## src/rtl/conbox_cfg_loader_pkg.sv

```systemverilog
// Shared definitions for the connection-box configuration loader:
// width derivations, selection encodings and the loader state type.
// CONBOX_CFG_PARITY_EN adds one trailing even-parity bit per frame.
package conbox_pkg;

  // Bits needed to select one of WIDTH tracks plus the const-0/const-1 inputs
  function automatic int sel_bits_f(input int width);
    return $clog2(width + 2);
  endfunction

  // Config word width of one box side: one selector per LE pin
  function automatic int cfg_bits_f(input int width, input int le_in, input int le_out);
    return (le_in + le_out) * sel_bits_f(width);
  endfunction

  // Box index width, never narrower than one bit
  function automatic int addr_bits_f(input int num_cb);
    return (num_cb > 1) ? $clog2(num_cb) : 1;
  endfunction

  // Selector value that ties an LE pin to constant 0
  function automatic int sel_const0_f(input int width);
    return width;
  endfunction

  // Selector value that ties an LE pin to constant 1
  function automatic int sel_const1_f(input int width);
    return width + 1;
  endfunction

  // All-ones selector leaves an LE pin disconnected
  function automatic int sel_disabled_f(input int width);
    return (1 << sel_bits_f(width)) - 1;
  endfunction

`ifdef CONBOX_CFG_PARITY_EN
  localparam int PARITY_BITS = 1;
`else
  localparam int PARITY_BITS = 0;
`endif

  typedef enum logic [1:0] {
    ST_IDLE  = 2'd0,
    ST_LOAD  = 2'd1,
    ST_WRITE = 2'd2,
    ST_DONE  = 2'd3
  } ld_state_e;

endpackage

```

## src/rtl/conbox_cfg_loader_if.sv

```systemverilog
// Serial configuration input and connection-box write bus of the loader.
// master = configuration source / box array side, slave = loader.
interface conbox_cfg_loader_if #(
  parameter int AW       = 2,
  parameter int CFG_BITS = 20
);
  logic                cfg_start;
  logic                cfg_bit;
  logic                cfg_valid;
  logic                cfg_ready;
  logic                cfg_done;
  logic                cfg_err;
  logic                cb_wr_en;
  logic [AW-1:0]       cb_wr_addr;
  logic [CFG_BITS-1:0] cb_dataA;
  logic [CFG_BITS-1:0] cb_dataB;

  modport master (
    output cfg_start, cfg_bit, cfg_valid,
    input  cfg_ready, cfg_done, cfg_err, cb_wr_en, cb_wr_addr, cb_dataA, cb_dataB
  );

  modport slave (
    input  cfg_start, cfg_bit, cfg_valid,
    output cfg_ready, cfg_done, cfg_err, cb_wr_en, cb_wr_addr, cb_dataA, cb_dataB
  );
endinterface

```

## src/rtl/conbox_cfg_loader_cfg_shift_reg.sv

```systemverilog
// Serial-in/parallel-out frame register. The first bit shifted in ends up
// at index 0 after FRAME_BITS shifts. frame_o shows the contents as they
// will stand after the current edge, so the bit accepted on the last edge
// of a frame is already visible to the consumer on that same edge.
module cfg_shift_reg #(
  parameter int FRAME_BITS = 40
) (
  input  logic                  clk,
  input  logic                  n_rst,
  input  logic                  shift_en_i,
  input  logic                  clr_i,
  input  logic                  ser_i,
  output logic [FRAME_BITS-1:0] frame_o
);
  logic [FRAME_BITS-1:0] par_q;
  logic [FRAME_BITS-1:0] par_d;

  // Next contents: clear wins, otherwise shift right with new bit at the top
  always_comb begin
    par_d = par_q;
    if (clr_i) begin
      par_d = '0;
    end else if (shift_en_i) begin
      par_d = {ser_i, par_q[FRAME_BITS-1:1]};
    end else begin
      par_d = par_q;
    end
  end

  // Frame storage
  always_ff @(posedge clk or negedge n_rst) begin
    if (!n_rst) begin
      par_q <= '0;
    end else begin
      par_q <= par_d;
    end
  end

  assign frame_o = par_d;
endmodule

```

## src/rtl/conbox_cfg_loader.sv

```systemverilog
// Connection-box configuration loader: collects serial frames of
// 2*CFG_BITS bits (dataA first, LSB first) and writes each assembled frame
// to the next of NUM_CB connection boxes with a one-cycle strobe.
// Optional feature macro: CONBOX_CFG_PARITY_EN (trailing even-parity bit
// per frame; a bad frame is dropped, flagged and the same box reloaded).
module conbox_cfg_loader
  import conbox_pkg::*;
#(
  parameter int WIDTH      = 8,
  parameter int LE_INPUTS  = 4,
  parameter int LE_OUTPUTS = 1,
  parameter int NUM_CB     = 4
) (
  input logic                clk,
  input logic                n_rst,
  conbox_cfg_loader_if.slave bus
);
  localparam int CFG_BITS   = cfg_bits_f(WIDTH, LE_INPUTS, LE_OUTPUTS);
  localparam int FRAME_BITS = 2 * CFG_BITS + PARITY_BITS;
  localparam int AW         = addr_bits_f(NUM_CB);
  localparam int BCW        = $clog2(FRAME_BITS);
  localparam logic [BCW-1:0] LAST_BIT = BCW'(FRAME_BITS - 1);
  localparam logic [AW-1:0]  LAST_IDX = AW'(NUM_CB - 1);

  ld_state_e             state_q, state_d;
  logic [BCW-1:0]        bit_cnt_q, bit_cnt_d;
  logic [AW-1:0]         idx_q, idx_d;
  logic                  err_q, err_d;
  logic [CFG_BITS-1:0]   data_a_q, data_a_d;
  logic [CFG_BITS-1:0]   data_b_q, data_b_d;
  logic [FRAME_BITS-1:0] frame_s;
  logic                  accept_s;
  logic                  last_bit_s;
  logic                  par_ok_s;
  logic                  shift_clr_s;
  logic                  cfg_ready_s;
  logic                  cfg_done_s;
  logic                  cb_wr_en_s;

  assign accept_s    = (state_q == ST_LOAD) && bus.cfg_valid;
  assign last_bit_s  = accept_s && (bit_cnt_q == LAST_BIT);
  assign shift_clr_s = bus.cfg_start || (state_q == ST_WRITE);

`ifdef CONBOX_CFG_PARITY_EN
  assign par_ok_s = ~(^frame_s);
`else
  assign par_ok_s = 1'b1;
`endif

  cfg_shift_reg #(
    .FRAME_BITS (FRAME_BITS)
  ) u_shift (
    .clk        (clk),
    .n_rst      (n_rst),
    .shift_en_i (accept_s),
    .clr_i      (shift_clr_s),
    .ser_i      (bus.cfg_bit),
    .frame_o    (frame_s)
  );

  // FSM state register
  always_ff @(posedge clk or negedge n_rst) begin
    if (!n_rst) begin
      state_q <= ST_IDLE;
    end else begin
      state_q <= state_d;
    end
  end

  // FSM next state: a start pulse always (re)enters LOAD
  always_comb begin
    state_d = state_q;
    case (state_q)
      ST_IDLE: begin
        if (bus.cfg_start) state_d = ST_LOAD;
        else               state_d = ST_IDLE;
      end
      ST_LOAD: begin
        if (bus.cfg_start)             state_d = ST_LOAD;
        else if (last_bit_s && par_ok_s) state_d = ST_WRITE;
        else                           state_d = ST_LOAD;
      end
      ST_WRITE: begin
        if (bus.cfg_start)          state_d = ST_LOAD;
        else if (idx_q == LAST_IDX) state_d = ST_DONE;
        else                        state_d = ST_LOAD;
      end
      ST_DONE: begin
        if (bus.cfg_start) state_d = ST_LOAD;
        else               state_d = ST_DONE;
      end
      default: state_d = ST_IDLE;
    endcase
  end

  // FSM outputs: the write strobe is withdrawn when a start aborts the write
  always_comb begin
    cfg_ready_s = 1'b0;
    cfg_done_s  = 1'b0;
    cb_wr_en_s  = 1'b0;
    case (state_q)
      ST_LOAD: cfg_ready_s = 1'b1;
      ST_WRITE: begin
        if (bus.cfg_start) cb_wr_en_s = 1'b0;
        else               cb_wr_en_s = 1'b1;
      end
      ST_DONE: cfg_done_s = 1'b1;
      default: begin
        cfg_ready_s = 1'b0;
        cfg_done_s  = 1'b0;
        cb_wr_en_s  = 1'b0;
      end
    endcase
  end

  // Counters, sticky error and output data words
  always_comb begin
    bit_cnt_d = bit_cnt_q;
    idx_d     = idx_q;
    err_d     = err_q;
    data_a_d  = data_a_q;
    data_b_d  = data_b_q;
    if (bus.cfg_start) begin
      bit_cnt_d = '0;
      idx_d     = '0;
      // A restart mid-session is an error; a fresh start clears the flag
      if ((state_q == ST_LOAD) || (state_q == ST_WRITE)) err_d = 1'b1;
      else                                               err_d = 1'b0;
    end else begin
      case (state_q)
        ST_LOAD: begin
          if (last_bit_s) begin
            bit_cnt_d = '0;
            if (par_ok_s) begin
              data_a_d = frame_s[CFG_BITS-1:0];
              data_b_d = frame_s[2*CFG_BITS-1:CFG_BITS];
            end else begin
              err_d = 1'b1;
            end
          end else if (accept_s) begin
            bit_cnt_d = bit_cnt_q + BCW'(1);
          end else begin
            bit_cnt_d = bit_cnt_q;
          end
        end
        ST_WRITE: begin
          bit_cnt_d = '0;
          if (idx_q != LAST_IDX) idx_d = idx_q + AW'(1);
          else                   idx_d = idx_q;
        end
        default: bit_cnt_d = bit_cnt_q;
      endcase
    end
  end

  // Datapath registers; data words reset to the disabled selection
  always_ff @(posedge clk or negedge n_rst) begin
    if (!n_rst) begin
      bit_cnt_q <= '0;
      idx_q     <= '0;
      err_q     <= 1'b0;
      data_a_q  <= '1;
      data_b_q  <= '1;
    end else begin
      bit_cnt_q <= bit_cnt_d;
      idx_q     <= idx_d;
      err_q     <= err_d;
      data_a_q  <= data_a_d;
      data_b_q  <= data_b_d;
    end
  end

  assign bus.cfg_ready  = cfg_ready_s;
  assign bus.cfg_done   = cfg_done_s;
  assign bus.cfg_err    = err_q;
  assign bus.cb_wr_en   = cb_wr_en_s;
  assign bus.cb_wr_addr = idx_q;
  assign bus.cb_dataA   = data_a_q;
  assign bus.cb_dataB   = data_b_q;
endmodule

```

## src/flat_wrapper.sv

```systemverilog
// flat-port wrapper written by rule: the top's interface ports become plain ports
module conbox_cfg_loader_flat import conbox_pkg::*;
#(
  parameter int WIDTH      = 8,
  parameter int LE_INPUTS  = 4,
  parameter int LE_OUTPUTS = 1,
  parameter int NUM_CB     = 4
)
  (clk, n_rst, bus_cfg_start, bus_cfg_bit, bus_cfg_valid, bus_cfg_ready, bus_cfg_done, bus_cfg_err, bus_cb_wr_en, bus_cb_wr_addr, bus_cb_dataA, bus_cb_dataB);
  conbox_cfg_loader_if #(.AW((2)), .CFG_BITS((20))) bus_i ();
  input logic clk;
  input logic n_rst;
  input wire logic [$bits(bus_i.cfg_start)-1:0] bus_cfg_start;
  input wire logic [$bits(bus_i.cfg_bit)-1:0] bus_cfg_bit;
  input wire logic [$bits(bus_i.cfg_valid)-1:0] bus_cfg_valid;
  output wire logic [$bits(bus_i.cfg_ready)-1:0] bus_cfg_ready;
  output wire logic [$bits(bus_i.cfg_done)-1:0] bus_cfg_done;
  output wire logic [$bits(bus_i.cfg_err)-1:0] bus_cfg_err;
  output wire logic [$bits(bus_i.cb_wr_en)-1:0] bus_cb_wr_en;
  output wire logic [$bits(bus_i.cb_wr_addr)-1:0] bus_cb_wr_addr;
  output wire logic [$bits(bus_i.cb_dataA)-1:0] bus_cb_dataA;
  output wire logic [$bits(bus_i.cb_dataB)-1:0] bus_cb_dataB;
  assign bus_i.cfg_start = bus_cfg_start;
  assign bus_i.cfg_bit = bus_cfg_bit;
  assign bus_i.cfg_valid = bus_cfg_valid;
  assign bus_cfg_ready = bus_i.cfg_ready;
  assign bus_cfg_done = bus_i.cfg_done;
  assign bus_cfg_err = bus_i.cfg_err;
  assign bus_cb_wr_en = bus_i.cb_wr_en;
  assign bus_cb_wr_addr = bus_i.cb_wr_addr;
  assign bus_cb_dataA = bus_i.cb_dataA;
  assign bus_cb_dataB = bus_i.cb_dataB;
  conbox_cfg_loader #(.WIDTH(WIDTH), .LE_INPUTS(LE_INPUTS), .LE_OUTPUTS(LE_OUTPUTS), .NUM_CB(NUM_CB)) u_core (.clk(clk), .n_rst(n_rst), .bus(bus_i));
endmodule
```

## config.mk

```make
export PLATFORM = sky130hd
export DESIGN_NAME = conbox_cfg_loader_flat
export DESIGN_NICKNAME = d
export VERILOG_FILES = /design/src/rtl/conbox_cfg_loader_pkg.sv /design/src/rtl/conbox_cfg_loader_if.sv /design/src/rtl/conbox_cfg_loader_cfg_shift_reg.sv /design/src/rtl/conbox_cfg_loader.sv /design/src/flat_wrapper.sv
export SDC_FILE = /design/constraint.sdc
export NUM_CORES = 1
export LEC_CHECK = 0
export ABC_AREA = 1
export CAP_MARGIN = 20
export CORE_MARGIN = 3
export CORE_UTILIZATION = 30
export CTS_CLUSTER_DIAMETER = 40
export DETAILED_ROUTE_END_ITERATION = 8
export DONT_BUFFER_PORTS = 1
export PLACE_DENSITY = 0.51
export RECOVER_POWER = 50
export REMOVE_ABC_BUFFERS = 1
export SLEW_MARGIN = 20
export SYNTH_ARGS = -nofsm -noshare
export SYNTH_HDL_FRONTEND = slang
export SYNTH_SLANG_ARGS = --single-unit
```

## constraint.sdc

```tcl
create_clock -name clk -period 4.4 [get_ports clk]
set_input_delay 0.88 -clock clk [delete_from_list [all_inputs] [get_ports clk]]
set_output_delay 0.88 -clock clk [all_outputs]
set_load 0.02 [all_outputs]
```

Word level (Yosys, flattened, before mapping). Cells that the tools add are included.

Bits in registers: 91. Output and inout bits: 46.

Multiplexer cells: 21. Bitwise gates (word level): 1. Eq/ne operators: 7. Reduce and logical (&&, ||, !) cells: 11. Add/subtract/negate cells: 2.

Operator list (count): $mux W40 (2); $mux W6 (3); $mux W2 (8); $pmux W6 S2 (1); $pmux W2 S4 (1); $add A6 B1 Y6 const B (1); $eq A2 B2 Y1 const B (3); $eq A6 B6 Y1 const B (1); $mux W1 (6); $ne A4 B2 Y1 const B (1); $reduce_and A2 Y1 (2); $reduce_bool A2 Y1 (2); $reduce_and A3 Y1 (1); $reduce_bool A3 Y1 (1); $add A2 B1 Y2 const B (1); $eq A2 B1 Y1 const B (1); $logic_and A1 B1 Y1 (2); $logic_not A2 Y1 (1); $logic_or A1 B1 Y1 (2); $ne A2 B2 Y1 const B (1); $not A1 Y1 (1).

Logic depth before layout (Yosys ltp). Gate-level depths: netlist of run 1.

Depth after elaboration: 6. Depth in mapped cells: 9.

Hierarchy. A second synthesis of run 1 with hierarchy kept.

Cell total of the unflattened synthesis: 512. Area, all modules: 4108.9 um^2.

Modules (own cells, without submodules): conbox_cfg_loader (area an instance 2247.2 um^2, seq. area each 1326.3 um^2, cells each 258, instances 1); cfg_shift_reg (area an instance 1861.8 um^2, seq. area each 1001.0 um^2, cells each 254, instances 1).

Least setup slack after synthesis of run 1. Ideal clock, no wire load.

Path kind: input to output. Start: input port bus_cfg_start. End: output port bus_cb_wr_en. Arrival time: 1.230 ns. Slack: 2.290 ns. Data required time: 3.520 ns. Stages: 1. Cell sequence: nor2_1.

Word-level cells in the longest chain between the ends: 2.

Ends and longest elaborated chain: start, declared (line flat_wrapper.sv:13) `input wire logic [$bits(bus_i.cfg_start)-1:0] bus_cfg_start;`; $mux W1 (line conbox_cfg_loader.sv:104) `if (bus.cfg_start) cb_wr_en_s = 1'b0;`; $mux W1 (line conbox_cfg_loader.sv:101) `case (state_q)`; end, declared (line flat_wrapper.sv:19) `output wire logic [$bits(bus_i.cb_wr_en)-1:0] bus_cb_wr_en;`.

Every way passes these cells.

Final worst setup path of run 1.
Start: register u_core.state_q[1]. End: register u_core.data_a_q[10], in the netlist u_core.bus.cb_dataA[10].

Word-level cells in the longest chain between the ends: 4. Elaborated cells between the ends (all ways): 8. Those cells by class: eq/ne: 2; mux: 2; reduce/logical: 4.

Ends and longest elaborated chain: start, declared (line conbox_cfg_loader.sv:25) `ld_state_e state_q, state_d;`; start signal, assigned (line conbox_cfg_loader.sv:66) `state_q <= state_d;`; $eq A2 B1 Y1 (line conbox_cfg_loader.sv:40, conbox_cfg_loader.sv:130); $logic_and A1 B1 Y1 (line conbox_cfg_loader.sv:40) `assign accept_s = (state_q == ST_LOAD) && bus.cfg_valid;`; $mux W40 or $logic_and A1 B1 Y1 (tied branches) (line conbox_cfg_loader_cfg_shift_reg.sv:23, conbox_cfg_loader.sv:41); $mux W40 or $reduce_and A3 Y1 (tied branches); end signal, assigned (line conbox_cfg_loader.sv:168) `data_a_q <= data_a_d;`; end, declared (line conbox_cfg_loader.sv:29) `logic [CFG_BITS-1:0] data_a_q, data_a_d;`.

Parallel ways exist; a longest one is shown, timed or not. A chain may end at the register's enable or synchronous reset.

==> run_results.csv, run 1 <==
group,metric,value,unit
detailed_routing,drt_iter0_drc,180,
detailed_routing,wl,7920,µm
cts,clkTransAtPathRegs,0.06,ns
grt,grt_overflow,0,
cells_and_area,multi_input_area,1290,µm²
setup_path,criticalPathCategory,"flip-flop to flip-flop",
cells_and_area,antenna_cells,0,
sta,whs,0.240,ns
sta,skew,0.00730,ns
sta,rsz0062_at_grt,"no",
floorplanning,core-area,12200,µm²
cts,postCtsHoldBufs,0,
cts,post_cts_buffers,0,
grt,grt_pass1_vias,2774,
setup_path,crit_family,"simple AND/OR/NAND/NOR gates",
cts,clock_path_buffers,2,
placed_design,gp_congestion,0.691,
synthesis,synth-edff-count,0,
setup_path,required,4.67,ns
detailed_routing,drtAntennaViolNets,0,
sta,fmax,347,MHz
synthesis,synth-seq-cells,91,
sta,relSlewSlack,40.4,%
setup_path,critPathCaptureType,"flip-flop",
cts,numCtsBuffers,9,
setup_path,cp.arrival,3.15,ns
sta,slew_viol_final,0,
cells_and_area,num-fill-cells,1322,
sta,setup_ws,1.52,ns
synthesis,synthCells,428,
worst_hold_path,min_path_type,"primary input to asynchronous set/reset pin",
synthesis,synth.cell_area,3810,µm²
sta,tightest_slew,0.892,ns
synthesis,syn_area_per_cell,8.91,µm²
sta,hold_viol,0,
synthesis,synthFlopType,"dfrtp_1",
floorplanning,start_util,31.2,%
detailed_routing,num_vias,2639,
grt,grt_antenna_before_repair,0,
setup_path,crit_top_cell,"nand2_1",
grt,grt_max_degree,92,
cells_and_area,areaGrowthSynthToFinish,10.9,%
status,outcome,"finished, final reports clean",
cells_and_area,num-nets-final,430,
pwr,p_per_area,506,nW/µm²
floorplanning,die-area,14100,µm²
sta,tns,0,ns
detailed_routing,drc,0,
synthesis,synthMostInstantiatedCell,"nand2_1",
setup_path,cp_slowest_cell,"inv_4",
detailed_routing,vias_per_cell,4.47,
synthesis,synthArstFlopShare,100,%
run,max_cap_violations,0,
floorplanning,rows,40,
sta,setup_violations,0,
synthesis,synthTopCellsByCount,"nand2_1 (141), nor2_1 (90), dfrtp_1 (51)",
synthesis,yosys_warnings,0,
synthesis,yosys.area.top_type_share,33.5,%
grt,grt_pass1_wl,13800,µm
cts,postCtsResizedCells,0,
setup_path,max_stage_delay,0.54,ns
setup_path,critPathBufInv,2,
cts,cts_tree,"yes",
synthesis,synth_seq_area_share,61.0,%
pwr,p_leak,1.98,nW
cts,clk_latency,0.33,ns
cts,ctsRootBufferMaster,"clkbuf_16",
floorplanning,die_y,119,µm
placed_design,hpwl,4700,µm
detailed_routing,drtPass1Iterations,6,
setup_path,critPathLaunchType,"flip-flop",
synthesis,yosysTopAreaCell,"dfrtp_1",
setup_path,worstPathCellList,"inv_1 -> ha_1 -> nand2_2 -> nor2_2 -> nand3_2 -> inv_4 -> nand2_1 -> nand2_1",
floorplanning,die_w,119,µm
cells_and_area,drive_above_1_share,10.6,%
placed_design,io_buffer_count,0,
grt,track_usage,12.0,%
setup_path,worst-path-max-fanout,43,
cts,htreeDepth,3,
placed_design,place_ws,1.44,ns
cells_and_area,seqCellArea,2330,µm²
synthesis,synth_area_leaders,"dfrtp_1 (33%), dfstp_2 (28%), nand2_1 (14%), nor2_1 (8.9%), o21ai_0 (5.2%)",
floorplanning,ios,51,
sta,fin_crit,2.88,ns
sta,min_period_over_period,65.4,%
pwr,irDropWorstVdd,0.208,mV
synthesis,synth_cell_types,25,
cts,clock_sinks,91,
detailed_routing,avgRoutedWirePerCell,13.4,µm
[power breakdown]
group | switching [mW] | internal, mW
clock | 0.315 | 0.554
combinational | 0.198 | 0.0876
sequential | 0.0548 | 0.933
[routing by layer]
metal | routed length, µm | share of wire, % | GRT usage (%)
met3 | 396 | 5.0 | 3.88
met4 | 72 | 0.91 | 3.48
met1 | 3630 | 46 | 14.6
met5 | 0 | 0 | 0
met2 | 3820 | 48 | 20.2
[cells in the final DEF, fill, tap and decap left out, drive strengths merged]
| master | netlist | layout |
|---|---|---|
| clkbuf | 3 | 9 |
| ha | 6 | 6 |
| nand2 | 142 | 142 |
| nor3 | 1 | 1 |
| o21ai | 43 | 43 |
| nand4 | 2 | 2 |
| nor2 | 92 | 92 |
| buf | 18 | 1 |
| dfrtp | 51 | 51 |
| bufinv | 0 | 3 |
| o21a | 1 | 1 |
| nand3 | 7 | 7 |
| dfstp | 40 | 40 |
| a21oi | 7 | 7 |
| clkinvlp | 0 | 2 |
| inv | 14 | 15 |
| mux2i | 1 | 1 |
[sequential cells by signal, indices dropped and copies added (netlist names)]
register and cells:
u_core.bit_cnt_q 6, u_core.bus.cb_dataA 20, u_core.bus.cb_dataB 20, u_core.bus.cb_wr_addr 2, u_core.bus.cfg_err 1, u_core.state_q 2, u_core.u_shift.par_q 40
[final timing paths]
kind | from | slack, ns | cells past startpoint | endpoint
worst max-delay path | u_core.state_q[1] | 1.52 | 8 | u_core.bus.cb_dataA[10]
worst min-delay path | n_rst | 0.24 | 0 | u_core.bus.cb_wr_addr[1]
worst max register to register | u_core.state_q[1] | 1.52 | 8 | u_core.bus.cb_dataA[10]
worst min register to register | u_core.bit_cnt_q[1] | 0.52 | 2 | u_core.bit_cnt_q[1]
max in group asynchronous | n_rst | 3.93 | 0 | u_core.bus.cb_dataA[7]
min in group clk | u_core.bit_cnt_q[1] | 0.52 | 2 | u_core.bit_cnt_q[1]
[area by class of cell]
cell class,count,share of cell area (%)
flip-flops and latches,91,55.0
multi-input cells,302,30.5
clock buffers,9,5.32
well taps,168,4.97
clock inverters,6,2.69
inverters,14,1.30
repair buffers,1,0.177
[kinds of logic (layout without fill, tap and decap cells)]
kind of cell / count (synthesis) / after routing / share of synthesized area (%)
and+or+nand+nor: 244 / 244 / 24.9
DFF: 91 / 91 / 61.0
muxes: 1 / 1 / 0.262
buffers and inverters: 35 / 30 / 5.12
adders and majority gates: 6 / 6 / 1.97
AOI/OAI and AO/OA: 51 / 51 / 6.76
[through the flow]
step	util (%)	instances	area [µm²]	power, mW
2_1_floorplan	-	407	3670	1.22
3_3_place_gp	31.9	576	3890	1.28
3_5_place_dp	31.9	576	3890	1.29
4_1_cts	34.6	591	4230	2.17
5_1_grt	34.6	591	4230	2.27
6_report	34.6	591	4230	2.14
Power figures use the tool's default switching activity.
==> inputs of run 2 (changes only) <==
--- a/config.mk
+++ b/config.mk
@@ -12,7 +12,7 @@
 export CTS_CLUSTER_DIAMETER = 40
 export DETAILED_ROUTE_END_ITERATION = 8
 export DONT_BUFFER_PORTS = 1
-export PLACE_DENSITY = 0.51
+export PLACE_DENSITY = 0.52
 export RECOVER_POWER = 50
 export REMOVE_ABC_BUFFERS = 1
 export SLEW_MARGIN = 20
==> constraint.sdc (replaced) <==
create_clock -name clk -period 2.6 [get_ports clk]
set_input_delay 0.52 -clock clk [delete_from_list [all_inputs] [get_ports clk]]
set_output_delay 0.52 -clock clk [all_outputs]
set_load 0.02 [all_outputs]
==> run_results.csv, run 2 (synthesized netlist as in run 1, its figures left out) <==
group,metric,value,unit
floorplanning,die-area,14100,µm²
cells_and_area,areaGrowthSynthToFinish,10.7,%
sta,relSlewSlack,10.4,%
pwr,p_leak,1.99,nW
cts,cts_tree,"yes",
pwr,swShare,28.3,%
placed_design,place_inst,579,
setup_path,critPathCaptureType,"output port",
grt,met3_usage,3.21,%
sta,fin_crit,2.13,ns
sta,rsz0062_at_grt,"no",
detailed_routing,drtAntennaViolNets,0,
cells_and_area,antenna_cells,0,
cells_and_area,final_cells,596,
placed_design,io_buffer_count,0,
grt,grt_pass1_vias,2798,
sta,tightest_slew,1.34,ns
floorplanning,die_y,119,µm
cts,htreeDepth,3,
placed_design,dpl-instance-area,3910,µm²
cells_and_area,layout_commonest_cell,"nand2_1",
sta,slew_viol_final,0,
detailed_routing,vias_per_cell,4.38,
detailed_routing,wl,8120,µm
cts,clkTransAtPathRegs,0.07,ns
pwr,p_seq_share,47.6,%
grt,grt.busiest_layer,"met2",
pwr,irDropWorstVdd,0.312,mV
grt,grt_antenna_before_repair,0,
sta,min_period_over_period,82.0,%
detailed_routing,drt_iter0_drc,134,
placed_design,gp_congestion,0.718,
grt,grt_overflow,0,
cells_and_area,design_area,4220,µm²
detailed_routing,num_vias,2609,
cells_and_area,final_cell_mix,"nand2_1 (141), nor2_1 (90), dfrtp_1 (51)",
setup_path,critPathBufInv,2,
sta,skew,0.00877,ns
pwr,internal-power,2.51,mW
setup_path,critPathLaunchType,"flip-flop",
setup_path,crit_family,"simple AND/OR/NAND/NOR gates",
grt,grt_use_met1,15.4,%
sta,fmax,469,MHz
floorplanning,start_util,31.2,%
grt,grt_pass1_wl,13900,µm
cts,ctsRootBufferMaster,"clkbuf_16",
run,max_cap_violations,0,
pwr,power.switching,0.991,mW
setup_path,cp.arrival,1.61,ns
setup_path,worstPathCellList,"inv_1 -> ha_1 -> inv_1 -> nor2_1",
floorplanning,die_w,119,µm
sta,tns,0,ns
detailed_routing,drc,0,
sta,hold_viol,0,
detailed_routing,drtPass1Iterations,4,
cts,post_cts_buffers,0,
pwr,clkPwrFrac,37.8,%
floorplanning,ios,51,
cts,clock_sinks,91,
grt,use_met2,20.1,%
status,outcome,"finished, final reports clean",
setup_path,cp_slowest_cell,"nor2_1",
worst_hold_path,min_path_type,"primary input to asynchronous set/reset pin",
cells_and_area,num-nets-final,434,
cts,clock_path_buffers,2,
grt,grt_max_degree,52,
setup_path,worst-path-max-fanout,5,
cts,clk_latency,0.33,ns
floorplanning,core-area,12200,µm²
floorplanning,rows,40,
setup_path,max_stage_delay,0.41,ns
placed_design,hpwl,4730,µm
grt,track_usage,12.2,%
cts,numCtsBuffers,9,
setup_path,criticalPathCategory,"flip-flop to output port",
cells_and_area,top_register,"u_core.u_shift.par_q",
pwr,p_per_area,829,nW/µm²
cells_and_area,drive_above_1_share,11.0,%
setup_path,crit_top_cell,"inv_1",
pwr,p_comb_share,14.6,%
setup_path,required,2.08,ns
cells_and_area,largest_reg_flops,40,
sta,setup_violations,0,
detailed_routing,avgRoutedWirePerCell,13.6,µm
[run 2: power groups by stage]
| stage | clock [mW] | combinational, mW | sequential [mW] |
|---|---|---|---|
| after floorplan | 0 | 0.383 | 1.67 |
| after global placement | 0 | 0.487 | 1.69 |
| after detailed placement | 0 | 0.499 | 1.69 |
| after CTS | 1.37 | 0.525 | 1.67 |
| after global routing | 1.43 | 0.598 | 1.69 |
| final | 1.32 | 0.510 | 1.67 |
[run 2: metrics by stage]
step | util [%] | hold WS (ns) | setup slack, ns | power [mW]
final | 34.6 | 0.0313 | 0.469 | 3.50
after global routing | 34.6 | 0.00900 | 0.305 | 3.72
after CTS | 34.8 | 0.0142 | 0.455 | 3.57
after detailed placement | 32.0 | 0.227 | 0.522 | 2.19
after global placement | 32.0 | 0.227 | 0.564 | 2.18
after floorplan | - | 0.224 | 0.179 | 2.06
[run 2: path summary, 6_finish.rpt]
check	startpoint	endpoint	slack, ns	cells past startpoint
worst min-delay path	n_rst	u_core.bus.cb_dataB[7]	0.03	0
worst max-delay path	u_core.state_q[0]	bus_cb_wr_en	0.47	4
max in group asynchronous	n_rst	u_core.u_shift.par_q[34]	1.29	1
min in group clk	bus_cfg_start	u_core.bus.cfg_err	0.30	2
worst max register to register	u_core.state_q[1]	u_core.bus.cb_dataA[5]	0.56	9
worst min register to register	u_core.bit_cnt_q[1]	u_core.bit_cnt_q[1]	0.51	2
[run 2: area by class of cell]
class	count	area [µm²]
fill	1317	7990
inverter	14	55.1
clock buffer	11	243
clock inverter	5	61.3
sequential	91	2330
multi-input combinational	302	1290
tap	168	210
timing repair buffer	5	35.0
[run 2: per-layer routing]
| metal | part of all wire [%] | routed length, µm |
|---|---|---|
| met5 | 0 | 0 |
| met4 | 1.3 | 102 |
| met3 | 4.3 | 345 |
| met2 | 47 | 3850 |
| met1 | 47 | 3820 |
[run 2: timing repair]
item | 4_1_cts | 5_1_grt
hold buffers | 1 | 0
endpoints found under the hold margin | 51 | 0
resized for setup | 0 | 0
